==> config.mk <==
export PLATFORM = sky130hd
export DESIGN_NAME = divider_cmd_master
export DESIGN_NICKNAME = d
export VERILOG_FILES = /design/src/rtl/divider_cmd_master.sv
export SDC_FILE = /design/constraint.sdc
export NUM_CORES = 1
export LEC_CHECK = 0
export CAP_MARGIN = 40
export CELL_PAD_IN_SITES_DETAIL_PLACEMENT = 1
export CELL_PAD_IN_SITES_GLOBAL_PLACEMENT = 2
export CORE_MARGIN = 3
export CORE_UTILIZATION = 24
export CTS_CLUSTER_SIZE = 30
export DETAILED_ROUTE_END_ITERATION = 7
export PLACE_DENSITY = 0.84
export RECOVER_POWER = 100
export SLEW_MARGIN = 15
export SYNTH_ARGS = -nofsm -noshare
export SYNTH_HDL_FRONTEND = slang
export SYNTH_SLANG_ARGS = --single-unit
export TNS_END_PERCENT = 5
==> constraint.sdc <==
create_clock -name divider_clk -period 2.5 [get_ports divider_clk]
set_input_delay 0.5 -clock divider_clk [delete_from_list [all_inputs] [get_ports divider_clk]]
set_output_delay 0.5 -clock divider_clk [all_outputs]
set_load 0.01 [all_outputs]
==> src/rtl/divider_cmd_master.sv <==
//------------------------------------------------------------------------------
// Module   : divider_cmd_master
// Brief    : Packs divide requests into command words and collects tagged results.
// Revision : 1.0 - initial release
//------------------------------------------------------------------------------
`default_nettype none

module divider_cmd_master #(
  parameter int TIMEOUT = 255
) (
  input  logic         divider_clk,
  input  logic         reset_n,
  input  logic         req_valid,
  output logic         req_ready,
  input  logic [7:0]   req_mode,
  input  logic [63:0]  req_num,
  input  logic [63:0]  req_den,
  output logic         write,
  output logic [143:0] out_data,
  input  logic         write_in,
  input  logic [143:0] write_out,
  output logic         resp_valid,
  input  logic         resp_ready,
  output logic [63:0]  resp_q,
  output logic [63:0]  resp_r,
  output logic [1:0]   resp_err
);

  // Counter runs from the write cycle, so the abort lands TIMEOUT cycles after it.
  localparam logic [15:0] c_TO_LAST = 16'(TIMEOUT - 1);

  typedef enum logic [1:0] {
    S_IDLE  = 2'd0,
    S_ISSUE = 2'd1,
    S_WAIT  = 2'd2,
    S_RESP  = 2'd3
  } state_t;

  state_t         r_state;
  state_t         w_state_nxt;
  logic           r_alive;
  logic           r_win_d;
  logic [15:0]    r_cnt;
  logic [143:0]   r_cmd;
  logic [63:0]    r_q;
  logic [63:0]    r_r;
  logic [1:0]     r_err;

  logic           w_accept;
  logic           w_mode_ok;
  logic           w_fall;
  logic           w_tag_ok;
  logic [63:0]    w_num_p;
  logic [63:0]    w_den_p;
  logic           w_load_cmd;
  logic           w_load_resp;
  logic [63:0]    w_q_nxt;
  logic [63:0]    w_r_nxt;
  logic [1:0]     w_err_nxt;

  assign req_ready  = r_alive & (r_state == S_IDLE);
  assign write      = (r_state == S_ISSUE);
  assign resp_valid = (r_state == S_RESP);
  assign out_data   = r_cmd;
  assign resp_q     = r_q;
  assign resp_r     = r_r;
  assign resp_err   = r_err;

  assign w_accept  = req_valid & req_ready;
  assign w_mode_ok = (req_mode >= 8'd1) && (req_mode <= 8'd5);
  assign w_fall    = r_win_d & ~write_in;
  assign w_tag_ok  = (write_out[143:136] == 8'h0A) && (write_out[71:64] == 8'h0B);

  // Numerator field is one byte wider than the denominator for the narrow modes.
  always_comb begin
    w_num_p = req_num;
    w_den_p = req_den;
    case (req_mode)
      8'd1: begin w_num_p = {48'd0, req_num[15:0]}; w_den_p = {56'd0, req_den[7:0]};  end
      8'd2: begin w_num_p = {40'd0, req_num[23:0]}; w_den_p = {48'd0, req_den[15:0]}; end
      8'd3: begin w_num_p = {32'd0, req_num[31:0]}; w_den_p = {40'd0, req_den[23:0]}; end
      8'd4: begin w_num_p = {24'd0, req_num[39:0]}; w_den_p = {32'd0, req_den[31:0]}; end
      default: ;
    endcase
  end

  always_comb begin
    w_state_nxt = r_state;
    w_load_cmd  = 1'b0;
    w_load_resp = 1'b0;
    w_q_nxt     = 64'd0;
    w_r_nxt     = 64'd0;
    w_err_nxt   = 2'b00;
    case (r_state)
      S_IDLE: begin
        if (w_accept) begin
          if (w_mode_ok) begin
            w_load_cmd  = 1'b1;
            w_state_nxt = S_ISSUE;
          end else begin
            w_load_resp = 1'b1;
            w_err_nxt   = 2'b01;
            w_state_nxt = S_RESP;
          end
        end
      end
      S_ISSUE: w_state_nxt = S_WAIT;
      S_WAIT: begin
        if (w_fall) begin
          w_load_resp = 1'b1;
          w_q_nxt     = write_out[135:72];
          w_r_nxt     = write_out[63:0];
          w_err_nxt   = w_tag_ok ? 2'b00 : 2'b10;
          w_state_nxt = S_RESP;
        end else if (r_cnt >= c_TO_LAST) begin
          w_load_resp = 1'b1;
          w_err_nxt   = 2'b11;
          w_state_nxt = S_RESP;
        end
      end
      S_RESP: begin
        if (resp_ready) w_state_nxt = S_IDLE;
      end
      default: w_state_nxt = S_IDLE;
    endcase
  end

  always_ff @(posedge divider_clk or negedge reset_n) begin
    if (!reset_n) begin
      r_state <= S_IDLE;
    end else begin
      r_state <= w_state_nxt;
    end
  end

  always_ff @(posedge divider_clk or negedge reset_n) begin
    if (!reset_n) begin
      r_alive <= 1'b0;
      r_win_d <= 1'b0;
      r_cnt   <= 16'd0;
      r_cmd   <= 144'd0;
      r_q     <= 64'd0;
      r_r     <= 64'd0;
      r_err   <= 2'b00;
    end else begin
      r_alive <= 1'b1;
      r_win_d <= write_in;
      if (w_accept) begin
        r_cnt <= 16'd0;
      end else if ((r_state == S_ISSUE) || (r_state == S_WAIT)) begin
        r_cnt <= r_cnt + 16'd1;
      end
      if (w_load_cmd) begin
        r_cmd <= {8'h00, req_mode, w_num_p, w_den_p};
      end
      if (w_load_resp) begin
        r_q   <= w_q_nxt;
        r_r   <= w_r_nxt;
        r_err <= w_err_nxt;
      end
    end
  end

endmodule

`default_nettype wire

==> summary.md <==
| Metric | Value |
|---|---|
| Inst Count DP | `1,862` |
| Largest net degree at the start of global routing | `59` |
| Violated checks | `max-capacitance violations, max-slew violations` |
| Die boundary height | `217 um` |
| Delay of the slowest critical-path stage | `0.60 ns` |
| Synth async-reset ratio | `100%` |
| Count leader, synth | `dfrtp_1` |
| Worst Hold End | `out_data[132]$_DFFE_PN0P_` |
| CP Capture Type | `flip-flop` |
| First-pass GRT wire length | `63,100 um` |
| Pwr per Cell Area | `970 nW/um^2` |
| Reg2Reg Depth | `7` |
| Starting Density | `24.5%` |
| Minimum clock period | `2.38 ns` |
| Vias/cell | `4.65` |
| Vias in the first global route | `10,000` |
| Reg2Reg Setup Slack | `0.22 ns` |
| Static Leakage | `8.92 nW` |
| Outcome | `finished, violations left` |
| WL/cell | `21.8 um` |
| Fin Hold WS | `0.476 ns` |
| Ys Warns | `0` |
| Register bit total from synthesis | `286` |
| Max_cap viols | `1` |
| Crit path max fanout | `31` |
| Row count | `76` |
| Main synth FF type | `dfrtp_1` |
| WS Path Type | `in -> reg` |
| Post-route insts no fill | `1,927` |
| Synthesized area | `10,700 um^2` |
| EDFF count, synth | `0` |
| Skew final | `0.0212 ns` |
| CP dominant cell by count | `buf_12` |
| CTS Root Cell | `clkbuf_16` |
| Antenna-violating nets left | `0` |
| Worst hold stages | `1` |
| Nets | `1,608` |
| Commonest cells in the synthesized netlist | `dfrtp_1, a22o_1, mux2_2` |
| Syn avg cell area | `14.6 um^2` |
| Slew margin rel. | `-17.0%` |
| Die area | `46,900 um^2` |
| DP Worst Slack | `-0.332 ns` |
| Clock Latency Late Sink | `0.52 ns` |
| Worst r2r src | `r_state[0]$_DFFE_PN0P_` |
| CTS buffer count | `36` |
| Maximum clock rate | `421 MHz` |
| Crit share post-route | `95.1%` |
| Synth area leaders | `dfrtp_1, a22o_1, mux2_2` |
| Total track usage | `17.3%` |
| Crit path cell chain | `clkdlybuf4s50_1, or4_1, a2111o_1, a22oi_1, buf_12, buf_12, a22o_1` |
| Final setup vio count | `0` |
| Synth area leader | `dfrtp_1` |
| WP data required | `2.96 ns` |
| Num ports | `562` |
| Remaining routing DRC violations | `0` |
| I/O Buffers | `553` |
| Power Total | `17.8 mW` |
| CP Launch Type | `input pin` |
| Core ar. | `43,500 um^2` |
| Synth cell types | `42` |
| Die W | `217 um` |
| Peak supply drop | `557 uV` |
| Worst Tran Pin Value | `1.75 ns` |
| Starting DRT DRC Count | `408` |
| Share of layout cells above drive strength 1 | `10.2%` |
| Final WS setup | `0.123 ns` |
| R2r endpoint | `out_data[1]$_DFFE_PN0P_` |
| Routed wire length | `42,000 um` |
| DPL Wire Length | `31,500 um` |
| Setup Buffers After CTS | `0` |
| TritonRoute pass-1 iters | `4` |
| Hold wc startpoint | `out_data[132]$_DFFE_PN0P_` |
| RD Place Congestion | `0.811` |
| Vias post-DR | `8,964` |
| CTS tree | `done` |
| Worst Hold Class | `reg -> reg` |
| RSZ-0062 raised after global routing | `false` |
| Gr ovfl total | `0` |
| Crit. Startpoint | `req_mode[7]` |
| H-tree depth | `2` |
| Post-synthesis sequential area ratio | `67.2%` |
| Count of final max-slew check failures | `55` |
| Mapped Cells | `730` |
| Longest Clk Path Bufs | `3` |
| Clock sinks | `286` |
| Initial antenna violation count | `6` |
| Clock-pin slew on the worst setup and hold paths | `0.06 ns` |
| Arr. time, crit path | `2.83 ns` |
| Final core occ | `42.2%` |
| Final Hold Viols | `0` |
| Layout Area Growth over Synthesis | `72.2%` |
| Top-area cell type share of the netlist area | `67.2%` |
| Slowest CP cell | `or4_1` |
==> layout by cell type (no fill, tap or decap), types with 7 or more instances in the layout <==
cell type,netlist,layout
a22o_1,233,233
dfrtp_1,286,286
buf_12,0,12
buf_4,9,28
conb_1,2,9
dlygate4sd3_1,0,270
xor2_1,10,10
nor2_1,14,13
mux2_2,27,27
a21oi_1,8,8
ha_1,7,7
clkbuf_1,26,10
clkbuf_16,0,37
clkdlybuf4s50_1,0,282
clkbuf_8,0,8
==> registers in the layout (all words and copies together), names as in the netlist <==
name,cells
r_state,2
r_cnt,16
resp_err,2
resp_q,64
resp_r,64
r_win_d,1
out_data,136
r_alive,1
==> kinds of logic (layout without fill, tap and decap cells) <==
kind of cell    after synthesis  in the layout  share of synthesized area [%]
flops                       286            286                           67.2
compound gates              260            260                           20.9
buf+inv                      71            672                           3.57
simple gates                 64             64                           3.51
mux                          29             29                           3.04
xor+xnor                     11             11                          0.904
fa+ha+maj                     7              7                          0.822
other cells                   2             13                         0.0705
==> worst max-delay path, delay by kind of cell <==
kind	cells	cell delay [ns]
buffers and inverters	3	0.80
AOI/OAI and AO/OA	3	0.89
and+or+nand+nor	1	0.60
==> what timing repair did <==
action / 4_1_cts / 5_1_grt
hold buffers: 1 / 0
setup endpoints to repair: 1 / 1
gates resized for setup: 2 / 2
endpoints found under the hold margin: 51 / 0
==> worst max path at each step <==
stage                                            to  slack (ns)  depth (start not counted)
final                        resp_q[58]$_DFFE_PN0P_        0.12                          7
after floorplan           out_data[100]$_DFFE_PN0P_        0.14                          7
after detailed placement   out_data[70]$_DFFE_PN0P_       -0.33                          6
after global routing        out_data[1]$_DFFE_PN0P_        0.08                          7
after global placement     out_data[73]$_DFFE_PN0P_       -0.30                          6
after CTS                                 req_ready       0.004                          4
==> where the power goes <==
part | switching [mW] | internal (mW) | leakage (nW)
clock | 2.00 | 3.34 | 0.596
combinational | 2.57 | 3.17 | 4.47
sequential | 0.812 | 5.88 | 3.85
total | 5.39 | 12.4 | 8.92
==> through the flow <==
stage               area (um^2)  TNS, ns
global route              18300        0
detailed placement        17200   -69.83
floorplan                 10700        0
CTS                       18400        0
finish                    18300        0
global placement          17200   -62.91
==> routing by layer <==
layer  routed length, um  global-route usage (%)  vias up
li1                    -                       -     3934
met1               15400                    18.9     4555
met2               21400                    30.2      412
met3                4120                    7.11       61
met4                1060                    6.15        2
met5                  13                       0        -
==> layout make-up <==
type,instances,area (um^2)
fill,4575,25100
sequential,286,7160
timing repair buffer,606,6050
multi-input combinational,380,3150
clock buffer,50,1050
tap,585,732
clock inverter,10,160
inverter,6,22.5
antenna,4,10.0
Power figures use the tool's default switching activity.
